### src/rtl/mips_mc_ctrl_pkg.sv
// mips_mc_ctrl_pkg: shared states, opcode/func codes and control-field encodings for the multi-cycle MIPS controller
package mips_mc_ctrl_pkg;

    typedef enum logic [3:0] {
        S_IF, S_ID, S_EXE_R, S_WB_R, S_J, S_BEQ, S_BNE, S_JR,
        S_JAL, S_MEM_ADDR, S_SW, S_LW_RD, S_LW_WB, S_IMM_EXE, S_IMM_WB, S_TRAP
    } state_t;

    typedef enum logic [2:0] {C_ADD, C_SUB, C_FUNC, C_AND, C_OR, C_SLT} alu_cls_t;

    localparam logic [5:0] OP_RTYPE = 6'b000000;
    localparam logic [5:0] OP_JR    = 6'b000001;
    localparam logic [5:0] OP_J     = 6'b000010;
    localparam logic [5:0] OP_JAL   = 6'b000011;
    localparam logic [5:0] OP_BEQ   = 6'b000100;
    localparam logic [5:0] OP_BNE   = 6'b000101;
    localparam logic [5:0] OP_ADDI  = 6'b001000;
    localparam logic [5:0] OP_SLTI  = 6'b001010;
    localparam logic [5:0] OP_ANDI  = 6'b001100;
    localparam logic [5:0] OP_ORI   = 6'b001101;
    localparam logic [5:0] OP_LW    = 6'b100011;
    localparam logic [5:0] OP_SW    = 6'b101011;

    localparam logic [5:0] F_ADD = 6'b100000;
    localparam logic [5:0] F_SUB = 6'b100010;
    localparam logic [5:0] F_AND = 6'b100100;
    localparam logic [5:0] F_OR  = 6'b100101;
    localparam logic [5:0] F_SLT = 6'b101010;

    localparam logic [2:0] ALU_AND = 3'b000;
    localparam logic [2:0] ALU_OR  = 3'b001;
    localparam logic [2:0] ALU_ADD = 3'b010;
    localparam logic [2:0] ALU_SUB = 3'b110;
    localparam logic [2:0] ALU_SLT = 3'b111;

    localparam logic [1:0] PC_ALU    = 2'b00;
    localparam logic [1:0] PC_ALUOUT = 2'b01;
    localparam logic [1:0] PC_JUMP   = 2'b10;
    localparam logic [1:0] PC_RS     = 2'b11;

    localparam logic [1:0] SRCB_RT    = 2'b00;
    localparam logic [1:0] SRCB_4     = 2'b01;
    localparam logic [1:0] SRCB_IMM   = 2'b10;
    localparam logic [1:0] SRCB_SHIMM = 2'b11;

    localparam logic [1:0] DST_RT  = 2'b00;
    localparam logic [1:0] DST_RD  = 2'b01;
    localparam logic [1:0] DST_R31 = 2'b10;

endpackage

### src/rtl/mips_alu_dec.sv
// mips_alu_dec: maps an ALU operation class plus R-type func to alu_ctl and flags unsupported func codes
module mips_alu_dec
    import mips_mc_ctrl_pkg::*;
(
    input  alu_cls_t    cls,
    input  logic [5:0]  func,
    output logic [2:0]  alu_ctl,
    output logic        func_valid
);

    logic [2:0] func_ctl;

    // R-type func decode; unsupported codes fall back to ADD and drop func_valid
    always_comb begin
        func_ctl   = ALU_ADD;
        func_valid = 1'b1;
        case (func)
            F_ADD:   func_ctl = ALU_ADD;
            F_SUB:   func_ctl = ALU_SUB;
            F_AND:   func_ctl = ALU_AND;
            F_OR:    func_ctl = ALU_OR;
            F_SLT:   func_ctl = ALU_SLT;
            default: func_valid = 1'b0;
        endcase
    end

    // class selects a fixed operation or defers to the func decode
    always_comb begin
        alu_ctl = cls == C_SUB  ? ALU_SUB :
                  cls == C_FUNC ? func_ctl :
                  cls == C_AND  ? ALU_AND :
                  cls == C_OR   ? ALU_OR :
                  cls == C_SLT  ? ALU_SLT : ALU_ADD;
    end

endmodule

### src/rtl/mips_mc_ctrl_hs.sv
// mips_mc_ctrl_hs: multi-cycle MIPS control FSM with ready/valid memory stalls; MIPS_MC_CTRL_TIMEOUT_EN adds a memory-wait bus-error trap
module mips_mc_ctrl_hs
    import mips_mc_ctrl_pkg::*;
#(
    parameter int WAIT_W   = 4,
    parameter int MAX_WAIT = 15
)
(
    input  logic       clk,
    input  logic       rst,
    input  logic [5:0] opcode,
    input  logic [5:0] func,
    input  logic       mem_ready,
    output logic       mem_req,
    output logic       mem_read,
    output logic       mem_write,
    output logic       iord,
    output logic       ir_write,
    output logic       pc_write,
    output logic       pc_write_cond,
    output logic       branch_ne,
    output logic [1:0] pc_src,
    output logic       alu_src_a,
    output logic [1:0] alu_src_b,
    output logic [2:0] alu_ctl,
    output logic [1:0] reg_dst,
    output logic       reg_write,
    output logic       mem_to_reg,
    output logic       link,
    output logic       instr_done,
    output logic       illegal,
    output logic       bus_err,
    output logic [3:0] state
);

    state_t     st;
    alu_cls_t   cls;
    logic [2:0] dec_ctl;
    logic       func_valid;
    logic       mem_st;

    assign state  = st;
    assign mem_st = st == S_IF || st == S_SW || st == S_LW_RD;
    assign cls    = st == S_EXE_R ? C_FUNC :
                    (st == S_BEQ || st == S_BNE) ? C_SUB :
                    st != S_IMM_EXE ? C_ADD :
                    opcode == OP_ANDI ? C_AND :
                    opcode == OP_ORI  ? C_OR :
                    opcode == OP_SLTI ? C_SLT : C_ADD;

    mips_alu_dec u_alu_dec (
        .cls        (cls),
        .func       (func),
        .alu_ctl    (dec_ctl),
        .func_valid (func_valid)
    );

`ifdef MIPS_MC_CTRL_TIMEOUT_EN
    logic [WAIT_W-1:0] wcnt;
`else
    assign bus_err = 1'b0;
`endif

    // state sequencing, sticky trap flags and the optional memory-wait counter
    always_ff @(posedge clk or posedge rst) begin
        if (rst) begin
            st      <= S_IF;
            illegal <= 1'b0;
`ifdef MIPS_MC_CTRL_TIMEOUT_EN
            bus_err <= 1'b0;
            wcnt    <= '0;
`endif
        end else begin
            case (st)
                S_IF:       if (mem_ready) st <= S_ID;
                S_ID: begin
                    case (opcode)
                        OP_RTYPE:                          st <= S_EXE_R;
                        OP_BEQ:                            st <= S_BEQ;
                        OP_BNE:                            st <= S_BNE;
                        OP_LW, OP_SW:                      st <= S_MEM_ADDR;
                        OP_J:                              st <= S_J;
                        OP_JAL:                            st <= S_JAL;
                        OP_JR:                             st <= S_JR;
                        OP_ADDI, OP_ANDI, OP_ORI, OP_SLTI: st <= S_IMM_EXE;
                        default: begin
                            st      <= S_TRAP;
                            illegal <= 1'b1;
                        end
                    endcase
                end
                S_EXE_R: begin
                    st      <= func_valid ? S_WB_R : S_TRAP;
                    illegal <= illegal | ~func_valid;
                end
                S_MEM_ADDR: st <= opcode == OP_SW ? S_SW : S_LW_RD;
                S_SW:       if (mem_ready) st <= S_IF;
                S_LW_RD:    if (mem_ready) st <= S_LW_WB;
                S_IMM_EXE:  st <= S_IMM_WB;
                S_TRAP:     st <= S_TRAP;
                default:    st <= S_IF;
            endcase
`ifdef MIPS_MC_CTRL_TIMEOUT_EN
            if (mem_st) begin
                if (mem_ready) begin
                    wcnt <= '0;
                end else if (wcnt == WAIT_W'(MAX_WAIT)) begin
                    wcnt    <= '0;
                    st      <= S_TRAP;
                    bus_err <= 1'b1;
                end else begin
                    wcnt <= wcnt + 1'b1;
                end
            end
`endif
        end
    end

    // Moore control decode; IF write strobes and the SW done pulse follow mem_ready
    always_comb begin
        mem_req       = 1'b0;
        mem_read      = 1'b0;
        mem_write     = 1'b0;
        iord          = 1'b0;
        ir_write      = 1'b0;
        pc_write      = 1'b0;
        pc_write_cond = 1'b0;
        branch_ne     = 1'b0;
        pc_src        = PC_ALU;
        alu_src_a     = 1'b0;
        alu_src_b     = SRCB_RT;
        alu_ctl       = st == S_TRAP ? 3'b000 : dec_ctl;
        reg_dst       = DST_RT;
        reg_write     = 1'b0;
        mem_to_reg    = 1'b0;
        link          = 1'b0;
        instr_done    = 1'b0;
        case (st)
            S_IF: begin
                mem_req   = 1'b1;
                mem_read  = 1'b1;
                alu_src_b = SRCB_4;
                ir_write  = mem_ready & ~rst;
                pc_write  = mem_ready & ~rst;
            end
            S_ID:       alu_src_b = SRCB_SHIMM;
            S_EXE_R:    alu_src_a = 1'b1;
            S_WB_R: begin
                reg_dst    = DST_RD;
                reg_write  = 1'b1;
                instr_done = 1'b1;
            end
            S_BEQ, S_BNE: begin
                alu_src_a     = 1'b1;
                pc_src        = PC_ALUOUT;
                pc_write_cond = 1'b1;
                branch_ne     = st == S_BNE;
                instr_done    = 1'b1;
            end
            S_J, S_JR: begin
                pc_src     = st == S_J ? PC_JUMP : PC_RS;
                pc_write   = 1'b1;
                instr_done = 1'b1;
            end
            S_JAL: begin
                pc_src     = PC_JUMP;
                pc_write   = 1'b1;
                link       = 1'b1;
                reg_dst    = DST_R31;
                reg_write  = 1'b1;
                instr_done = 1'b1;
            end
            S_MEM_ADDR, S_IMM_EXE: begin
                alu_src_a = 1'b1;
                alu_src_b = SRCB_IMM;
            end
            S_SW: begin
                mem_req    = 1'b1;
                mem_write  = 1'b1;
                iord       = 1'b1;
                instr_done = mem_ready;
            end
            S_LW_RD: begin
                mem_req  = 1'b1;
                mem_read = 1'b1;
                iord     = 1'b1;
            end
            S_LW_WB: begin
                mem_to_reg = 1'b1;
                reg_write  = 1'b1;
                instr_done = 1'b1;
            end
            S_IMM_WB: begin
                reg_write  = 1'b1;
                instr_done = 1'b1;
            end
            default: ;
        endcase
    end

endmodule

### config.mk
export PLATFORM = sky130hd
export DESIGN_NAME = mips_mc_ctrl_hs
export DESIGN_NICKNAME = d
export VERILOG_FILES = /design/src/rtl/mips_mc_ctrl_pkg.sv /design/src/rtl/mips_alu_dec.sv /design/src/rtl/mips_mc_ctrl_hs.sv
export SDC_FILE = /design/constraint.sdc
export NUM_CORES = 1
export LEC_CHECK = 0
export CAP_MARGIN = 20
export CORE_UTILIZATION = 36
export DETAILED_ROUTE_END_ITERATION = 8
export PLACE_DENSITY = 0.76
export REMOVE_ABC_BUFFERS = 1
export SYNTH_ARGS = -nofsm -noshare
export SYNTH_HDL_FRONTEND = slang
export SYNTH_SLANG_ARGS = --single-unit
export TNS_END_PERCENT = 20
### constraint.sdc
create_clock -name clk -period 1.55 [get_ports clk]
set_clock_uncertainty 0.05 [all_clocks]
set_input_delay 0.31 -clock clk [delete_from_list [all_inputs] [get_ports clk]]
set_output_delay 0.31 -clock clk [all_outputs]
set_load 0.01 [all_outputs]
==> results of run 1 <==
-- final cells by class --
class                      instances  area [µm²]
fill                             139         453
sequential                         5         129
tap                               28        35.0
timing repair buffer              93         743
inverter                           5        18.8
multi-input combinational        112         807
clock buffer                       4        26.3
-- final timing paths --
check / start / endpoint / slack (ns) / cells after the start
setup / recovery: state[3] / alu_ctl[1] / -0.36 / 4
hold / removal: rst / state[1] / 0.30 / 3
setup reg to reg: state[3] / state[2] / -0.07 / 6
hold reg to reg: illegal / illegal / 0.43 / 1
max in group asynchronous: rst / state[2] / 1.03 / 3
min in group clk: illegal / illegal / 0.43 / 1
-- synthesized netlist by cell type, types with 3 or more instances --
cell type / n / share of area [%]
nor2_1: 22 / 9.7
nand2_1: 15 / 6.6
a21oi_1: 9 / 5.3
nor3_1: 8 / 4.7
o21ai_0: 7 / 4.1
clkbuf_1: 6 / 2.7
nand2b_1: 6 / 4.4
dfrtp_1: 5 / 15
inv_1: 5 / 2.2
nor2b_1: 5 / 3.7
o22ai_1: 5 / 3.7
buf_6: 3 / 4.0
nand3_1: 3 / 1.8
-- state kept, by name, indices dropped and copies added (netlist names) --
name / count
illegal: 1
state: 4
-- timing repair --
item / in CTS / in global routing
buffers inserted: 6 / 1
gates resized for setup: 133 / 28
endpoints found under the setup margin: 30 / 27
pin swaps: 12 / 8
-- worst max-delay path: cells and delay by family (launching register included) --
family | cells | cell delay [ns]
compound gates | 1 | 0.19
buf+inv | 1 | 0.16
flops | 1 | 0.44
simple gates | 2 | 0.52
-- through the flow --
stage / total power, mW / worst slack (ns)
after detailed placement: 2.42 / -0.840
after floorplan: 1.16 / -0.384
final: 2.93 / -0.364
after global placement: 2.38 / -0.814
after CTS: 2.67 / -0.368
after global routing: 3.09 / -0.424
-- cell families after synthesis --
| kind of cell | count (synthesis) |
|---|---|
| buf+inv | 17 |
| xor+xnor | 1 |
| compound gates | 42 |
| other cells | 1 |
| flops | 5 |
| simple gates | 68 |
-- metal layers --
| metal | global-route usage [%] | part of all wire (%) | vias up | wire [µm] |
|---|---|---|---|---|
| li1 | - | - | 650 | - |
| met1 | 34.0 | 38 | 662 | 1490 |
| met2 | 59.3 | 54 | 77 | 2160 |
| met3 | 4.55 | 6.2 | 8 | 248 |
| met4 | 11.1 | 1.9 | 0 | 74 |
| met5 | 0 | 0 | - | 0 |
-- power breakdown --
part	leakage (nW)	internal, mW	total [mW]	switching (mW)
combinational	0.768	1.20	2.51	1.31
sequential	0.0546	0.189	0.273	0.0841
clock	0.0150	0.0971	0.146	0.0489
-- cell usage in the layout (no fill, tap or decap), types with 2 or more instances in the layout --
cell type and n:
buf_4 41, buf_2 17, nor2_1 16, dlygate4sd2_1 15, buf_6 13, nand2_1 12, o22ai_1 5, a21oi_2 5
a21oi_1 4, nor2_2 4, nand2b_4 4, nor3_1 4, inv_1 4, o21ai_0 4, nor2b_1 3, or2_4 3
nand3_1 3, nor3_2 3, nand2_2 3, clkbuf_4 3, dfrtp_2 3, o311ai_0 2, nand2b_1 2, o221ai_1 2
a22oi_1 2, o211ai_1 2, nor2_4 2, a32oi_1 2, o21ai_1 2, a31oi_1 2, dfrtp_1 2, clkdlybuf4s50_1 2
dlymetal6s2s_1 2, clkdlybuf4s15_2 2
==> impl_results.md, run 1 <==
* Pre-antenna DRT Iters at 4
* Max cap viols at 0
* Worst VDD drop at around 1.1 mV
* Clock buffer depth at 2
* Initial antenna violation count at 0
* Initial Util at about two fifths
* Fin cells at between 200 and 250
* Status: finished with violations
* DP Wirelength at 2.48 mm
* Pleak at around 0.84 nW
* Slowest stage delay, CP at about 0.44 ns
* Layout cells sized above 1 at about 53%
* Crit Path Category: flip-flop to output pin
* Wire per inst at roughly 16 µm
* DRC viols at 0
* Syn Inst Count at roughly 130
* Mapped Area at 847 µm²
* Most frequent CP cell: or2_4
* Largest net degree at the start of global routing at 14
* EDFF count, synth at 0
* Synth Area in Simple Gates at 38.7%
* Number of global-route vias before repair at around 1400
* Die X-Extent at just over 50 µm
* Slowest CP cell: dfrtp_2
* ANT nets after route at 0
* Worst-path maximum fanout at 6
* Critical path capture point type: output pin
* Post-route cell area at 0.00176 mm²
* Synth cell types at 40
* Chip height at 50.5 µm
* Ports at 43
* Final cycle utilization of the critical path at 123%
* Root buf cell: clkbuf_4
* Crit path time final at roughly 1.9 ns
* Hold crit path type: primary input to async pin
* Final Net Count at ~240
* Power per Cell Area at 1660 mW/mm²
* Total track usage at between 30% and 40%
* Clock transition at path regs at ~0.04 ns
* Layout area overhead at 108%
* Final WL at about 4.0 mm
* Crit start category: flip-flop
* Failing checks: negative setup slack
* Core area at around 0.0022 mm²
* Vias at roughly 1400
* Sequential-to-total area share from yosys stat at 14.8%
* ANT cells at 0
* Syn avg cell area at ~6.3 µm²
* Final Max Tran Viols at 0
* Post-synthesis mux area share at 0%
* Fmax at around 520 MHz
* Yosys warnings at 0
* Routability-driven placement congestion ratio at about 0.92
* Final setup violating endpoints at 24
* Total CTS buffers at 3
* TritonCTS clock tree: done
* Largest family of logic cells by synthesized area: simple AND/OR/NAND/NOR gates
* Setup_tns at -4.24 ns
* Complex-gate fraction of the synthesized area at roughly a third
* Final Hold Viols at 0
* Hold slack at ~0.3 ns
* Drt first-iter violations at between 50 and 60
* Port-buffer cells at ~40
* H-tree levels at 1
* Site Rows at 17
* FFs w/ async S/R, synth at 100%
* Placed Cells at between 200 and 250
* Hold_buf cts at 0
* Synth Flop Type: dfrtp_1
* Crit path arrival time at roughly 1.6 ns
* Die ar. at roughly 0.0026 mm²
* Synth Area in XOR/XNOR at under 10%
* Critical Path RT at between 1 and 1.5 ns
* Adder-cell share of the synthesized area at 0%
* Clock insertion delay at the later pin of the skew report at between 0.2 and 0.25 ns
* Via density at 5.66
* Setup ws final at -0.364 ns
* RSZ-0062 raised after global routing: true
* GR Overflow Total at 0
* DP Area at between 0.0015 and 0.002 mm²
* Critical-path cell list: or2_4, or2_4, a32oi_1, buf_2
* # clock sinks at 5
* Fin util at slightly below 80%
* First-pass GRT wire length at 6.00 mm
* #FFs+latches synth at 5
Note: power is estimated with default switching activity, not from simulation.
==> inputs of run 2 (changes only) <==
--- a/config.mk
+++ b/config.mk
@@ -13,4 +13,3 @@
 export SYNTH_ARGS = -nofsm -noshare
 export SYNTH_HDL_FRONTEND = slang
 export SYNTH_SLANG_ARGS = --single-unit
-export TNS_END_PERCENT = 20
==> impl_results.md, run 2 (synthesis results as in run 1) <==
* Gate power share at between 80% and 90%
* Crit start category: flip-flop
* Layout area overhead at 144%
* Vias at roughly 1700
* Number of global-route vias before repair at 1629
* Chip height at ~50 µm
* H-tree levels at 1
* Worst-path maximum fanout at 6
* Clock power share at ~4.1%
* Hold_buf cts at 0
* Clock transition at path regs at around 0.050 ns
* Clock insertion delay at the later pin of the skew report at between 0.2 and 0.3 ns
* Initial antenna violation count at 0
* Switch share at 50.2%
* R2r endpoint: state[0]
* Core area at between 0.002 and 0.0025 mm²
* Setup_tns at -6.92 ns
* Fin util at slightly above 90%
* Final setup violating endpoints at 26
* Crit Path Category: flip-flop to output pin
* Site Rows at 17
* Fmax at between 400 and 500 MHz
* Most common cell after layout, fill and taps aside: buf_4
* DP Area at approximately 0.0016 mm²
* First-pass GRT wire length at approximately 7.6 mm
* Failing checks: negative setup slack
* Critical Path RT at between 1 and 1.5 ns
* Slowest CP cell: dfrtp_2
* Power Total at 3.99 mW
* Total track usage at approximately 40%
* Critical-path cell list: or2_4, or2_4, a32oi_1, buf_2
* Max reg flops at 4
* Via density at ~6.5
* Routability-driven placement congestion ratio at between 0.9 and 1
* Crit. Startpoint: state[3]
* Status: finished with violations
* Post-route cell area at between 0.002 and 0.0025 mm²
* Hold crit path type: primary input to async pin
* Power per Cell Area at just under 2000 mW/mm²
* TritonCTS clock tree: done
* Most frequent cells in the layout: buf_4, buf_6, buf_2, dlygate4sd2_1, nor2_1
* DRC viols at 0
* Die ar. at 0.00255 mm²
* Worst slack, placed at -0.840 ns
* Port-buffer cells at 41
* # clock sinks at 5
* Reg-to-Reg Start: state[3]
* Final Net Count at about 250
* Max cap viols at 0
* Final WL at around 6.1 mm
* Sequential Power Share at 7.5%
* ANT nets after route at 0
* Pint at ~2 mW
* Largest net degree at the start of global routing at 12
* Worst VDD drop at between 1.5 and 2 mV
* Most frequent CP cell: or2_4
* DP Wirelength at around 2.5 mm
* Fin cells at between 200 and 300
* Crit path arrival time at around 1.7 ns
* Wire per inst at roughly 23 µm
* Final cycle utilization of the critical path at 132%
* Clock buffer depth at 2
* Placed Cells at between 200 and 250
* Critical path capture point type: output pin
* Final Hold Viols at 0
* Die X-Extent at ~50 µm
* Hold slack at 0.362 ns
* Layout cells sized above 1 at 62.6%
* Reg2Reg Depth at 8
* RSZ-0062 raised after global routing: true
* Drt first-iter violations at roughly 110
* Final Max Tran Viols at 0
* Pre-antenna DRT Iters at 5
* Pleak at a little under 1 nW
* Ports at 43
* Crit path max-delay family: simple AND/OR/NAND/NOR gates
* Slowest stage delay, CP at 0.46 ns
* ANT cells at 0
* Crit path time final at just over 2 ns
* Initial Util at 38.3%
* NetSw at 2.00 mW
* Setup ws final at -0.496 ns
* GR Overflow Total at 0
* FF-to-FF setup slack at -0.21 ns
* Total CTS buffers at 3
* Buf+Inv Stages, Crit Path at 1
* Root buf cell: clkbuf_4
-- run 2: layer usage --
metal / GRT usage (%) / routed length, µm / vias to the layer above
li1: - / - / 693
met1: 41.1 / 2050 / 768
met2: 70.0 / 2740 / 182
met3: 10.0 / 689 / 74
met4: 29.2 / 580 / 0
met5: 0 / 0 / -
-- run 2: how the worst max path moves through the flow --
stage	slack [ns]	to	cells after the start
global route	-0.52	alu_ctl[0]	7
detailed placement	-0.84	alu_ctl[0]	7
CTS	-0.37	pc_write	5
finish	-0.50	alu_ctl[1]	4
global placement	-0.81	alu_ctl[0]	7
floorplan	-0.38	pc_write	5
-- run 2: cell type report --
type | count | area [µm²]
Sequential cell | 5 | 129
Fill cell | 74 | 145
Multi-Input combinational cell | 112 | 910
Timing Repair Buffer | 112 | 946
Tap cell | 28 | 35.0
Clock buffer | 4 | 26.3
Inverter | 5 | 21.3
-- run 2: power groups by stage --
stage / registers (mW) / clock network, mW / logic, mW
3_3_place_gp: 0.246 / 0 / 2.13
2_1_floorplan: 0.378 / 0 / 0.787
3_5_place_dp: 0.246 / 0 / 2.18
6_report: 0.301 / 0.163 / 3.52
5_1_grt: 0.299 / 0.172 / 3.63
4_1_cts: 0.265 / 0.152 / 2.82
-- run 2: worst min-delay path, delay by kind of cell --
family   cells  cell delay [ns]
buf+inv      3             0.69
-- run 2: what timing repair did --
item,4_1_cts,5_1_grt
endpoints found under the setup margin,30,27
cloned,0,1
setup buffers,23,7
pin swaps,25,21
gates resized for setup,185,32
==> variant 1: new RTL, settings of run 2 <==
Make the reset (`rst`) synchronous in one clocked block.
--- a/src/rtl/mips_mc_ctrl_hs.sv
+++ b/src/rtl/mips_mc_ctrl_hs.sv
@@ -63,5 +63,5 @@
 
     // state sequencing, sticky trap flags and the optional memory-wait counter
-    always_ff @(posedge clk or posedge rst) begin
+    always_ff @(posedge clk) begin
         if (rst) begin
             st      <= S_IF;
Check against the original RTL: differs if rst is asserted again (counterexample within 4 cycles, from zero or initial values and one cycle with rst high); with rst held inactive, the same outputs for 10 cycles.
==> variant 1 against run 2 <==
The flow still finishes with violations (setup timing); total power down 11%; wire length is 6.3% lower; synthesized area rose by 9.6%; sequential cell count unchanged; non-clock buffer count rose by 2; synthesized cell count is 0.75% lower; worst setup slack better by 0.065 ns; count of clock-buffer cells in the layout did not move; fmax is 3.3% higher; sequential share of layout area down 0.83 points; via count fell by 0.76%; cell area increased by 3.0%; critical path type unchanged; largest power group unchanged.
==> variant 1: results <==
[worst_setup_path]
reg2regPathDepth = 7
cpPeakStageDelay_ns = 0.38
arrival_ns = 1.62
worst_path_max_delay_cell = "dfxtp_4"
crit_path_max_fanout = 5

[global_route]
gr-usage-met2_pct = 56.8
grt_first_pass_wirelength_mm = 6.23
grt.met3_usage_pct = 2.90
grt_use_total_pct = 30.6
met1_usage_pct = 33.3
grt_pass1_vias = 1383
antenna_found_initial = 0
grt_max_degree = 12

[detailed_routing]
post_drt_wl_per_cell_um = 21.0
first_iter_violations = 114
wl_mm = 5.68
drtPass1Iterations = 5
vias = 1704

[placement]
placed_cells = 241
dp_slack_ns = -0.863
placed_cell_area_um2 = 1630
hpwl_mm = 2.70
portBuffers = 41
gp_congestion = 0.880

[cells_and_area]
drive_gt1_share_pct = 60.0
nets = 256
largest_reg_flops = 4
fillerInstances = 123
diodes = 0

[power]
p_leak_nw = 1.01
peakVddDrop_mv = 1.24

[synthesis]
synth_commonest_cells = "nor2_1, a21oi_1, nand2_1, nand2b_1, buf_6"
synth_cells = 133
async_flop_share_pct = 0
seq_area_frac_synth_pct = 10.8
synth_warnings = 0
synthDistinctLibCells = 51
netlist_top_cells_area = "dfxtp_1, buf_6, nor2_1"

[min_path]
hold_depth = 2
hp-class = "flop to flop"

[run_status]
outcome = "finished, violations left"
failed_checks = "setup timing"

[clock_tree]
cts_htree_levels = 1
clkTransAtPathRegs_ns = 0.07
cts_buffers = 3
clock_latency_ns = 0.27

[timing]
setup_ws_ns = -0.431
setup_viol = 25
[variant 1: worst max-delay path: cells and delay by family (launching register included)]
family	cells	cell delay (ns)
flip-flops	1	0.38
buffers and inverters	2	0.28
AO/OA/AOI/OAI	2	0.27
AND/OR/NAND/NOR	2	0.43
[variant 1: cell type report]
type | count | area [um^2] | share of cell area [%]
timing repair buffer | 114 | 991 | 46.5
multi-input combinational | 115 | 937 | 44.0
sequential | 5 | 115 | 5.41
tap | 30 | 37.5 | 1.76
clock buffer | 4 | 26.3 | 1.23
inverter | 2 | 22.5 | 1.06
[variant 1: final timing paths]
kind	start	to	slack (ns)
setup / recovery	state[1]	alu_ctl[2]	-0.43
hold / removal	illegal	illegal	0.52
setup reg to reg	state[1]	state[2]	-0.05
hold reg to reg	illegal	illegal	0.52
[variant 1: kinds of logic after synthesis]
group	Yosys count	share of synthesized area, %
AOI/OAI and AO/OA	43	32.5
xor gates and xnor gates	2	1.89
buffers and inverters	13	12.3
DFF	5	10.8
muxes	2	2.16
other	1	0.404
and+or+nand+nor	67	40.0
[variant 1: power breakdown]
group	leakage, nW	total, mW	switching (mW)	internal (mW)
Clock	0.0150	0.181	0.0821	0.0990
Combinational	0.952	3.05	1.47	1.59
Sequential	0.0439	0.317	0.113	0.204
[variant 1: stage by stage]
step	setup TNS (ns)	utilization, %	hold slack [ns]
after CTS	-2.18	74.3	0.478
after global routing	-4.83	86.7	0.530
after global placement	-9.49	66.4	0.450
after detailed placement	-10.18	66.4	0.470
after floorplan	-0.909	-	0.339
final	-4.30	86.7	0.516
[variant 1: timing repair]
action	in CTS	in global routing
cloned	0	0
buffers inserted	11	14
endpoints found under the setup margin	30	27
pin swaps	17	19
resized for setup	158	52
[variant 1: routing by layer]
| metal | vias to the layer above | routed length [um] |
|---|---|---|
| met5 | - | 0 |
| met4 | 0 | 382 |
| met3 | 48 | 572 |
| met2 | 160 | 2710 |
| met1 | 785 | 2010 |
| li1 | 711 | - |
==> variant 2: new RTL, flow settings as in run 2 <==
Made on the original files. Add a define of `MIPS_MC_CTRL_TIMEOUT_EN`.
--- a/src/rtl/mips_mc_ctrl_hs.sv
+++ b/src/rtl/mips_mc_ctrl_hs.sv
@@ -1,3 +1,5 @@
 // mips_mc_ctrl_hs: multi-cycle MIPS control FSM with ready/valid memory stalls; MIPS_MC_CTRL_TIMEOUT_EN adds a memory-wait bus-error trap
+`define MIPS_MC_CTRL_TIMEOUT_EN
+
 module mips_mc_ctrl_hs
     import mips_mc_ctrl_pkg::*;
Function: no difference found for any inputs over 10 cycles, from zero or initial values and one cycle with rst high; that may be too few to reach the edited logic, so the function may still have changed.
==> variant 2 against run 2 <==
The run still ends with setup timing left; sequential cell count increased by 5; register-to-register slack got worse by 0.24 ns; total power increased by 23%; worst setup slack got worse by 0.069 ns; wire length increased by 21%; non-clock buffer count increased by 14; clock power increased by 31%; combinational power increased by 17%; cell area increased by 25%; synthesized area increased by 29%; critical path type unchanged; critical endpoint is now pc_write; largest power group unchanged.
==> variant 2: results <==
[power]
switching_share_pct = 47.8
p_leak_nw = 1.20
p_int_mw = 2.56
seq_power_uw = 565
clockPowerShare_pct = 4.4
peakVddDrop_mv = 1.65

[global_route]
grt_pass1_vias = 1856
grt_first_pass_wirelength_mm = 8.73
grt_max_degree = 11
antenna_found_initial = 0
grt_use_total_pct = 34.7

[worst_setup_path]
cp-startpoint = "state[3]"
cp_top_family = "flip-flops"
cpPeakStageDelay_ns = 0.53
arrival_ns = 1.75
cp-endpoint = "pc_write"
reg2reg_to = "wcnt[2]"
worst_path_max_delay_cell = "dfrtp_2"
reg2regPathDepth = 8
crit_path_max_fanout = 6
reg2reg_slack_ns = -0.45
r2r_start = "state[0]"

[detailed_routing]
vias = 1990
wl_mm = 7.32
drtPass1Iterations = 5
first_iter_violations = 204
vias_per_cell = 6.57

[synthesis]
async_flop_share_pct = 100
synth_cells = 151
synth_commonest_cells = "nand2_1, nor2_1, dfrtp_1"
seq_area_frac_synth_pct = 23.0
synthDistinctLibCells = 47
netlist_top_cells_area = "dfrtp_1, nand2_1, nor2_1"

[placement]
placed_cells = 272
gp_congestion = 0.862
placed_cell_area_um2 = 1930
portBuffers = 42
dp_slack_ns = -1.01
hpwl_mm = 3.14

[run_status]
outcome = "finished, violations left"
failed_checks = "setup timing"

[clock_tree]
clockBufferDepth = 2
cts_resized = 168
cts_buffers = 3
clkTransAtPathRegs_ns = 0.08
clock_latency_ns = 0.30
post-cts-setup-buffers = 14

[timing]
slew_headroom_pct = 70.7
setup_viol = 34
setup_ws_ns = -0.565
holdWs_ns = 0.348
fin_setup_tns_ns = -11.05

[cells_and_area]
drive_gt1_share_pct = 65.4
diodes = 0
fillerInstances = 89
nets = 290

[min_path]
hp-class = "primary input to async pin"
[variant 2: per-layer routing]
layer | GRT usage [%] | share of wire (%) | up-vias
met5 | 0 | 0 | -
met3 | 6.58 | 11 | 65
met4 | 22.6 | 8.4 | 0
met2 | 59.3 | 46 | 190
li1 | - | - | 798
met1 | 39.4 | 35 | 937
[variant 2: logic make-up (layout without fill, tap and decap cells)]
family	Yosys count	after routing	share of synthesized area, %
adders and majority gates	1	1	1.15
and+or+nand+nor	80	80	36.5
DFF	10	10	23.0
muxes	3	3	2.87
AOI/OAI and AO/OA	42	42	30.2
buffers and inverters	15	136	6.31
[variant 2: final cells by class]
| class | instances | area (um^2) | area share, % |
|---|---|---|---|
| Clock buffer | 3 | 22.5 | 0.873 |
| Inverter | 7 | 28.8 | 1.12 |
| Multi-Input combinational cell | 126 | 1120 | 43.3 |
| Sequential cell | 10 | 254 | 9.84 |
| Tap cell | 31 | 38.8 | 1.50 |
| Timing Repair Buffer | 126 | 1120 | 43.4 |
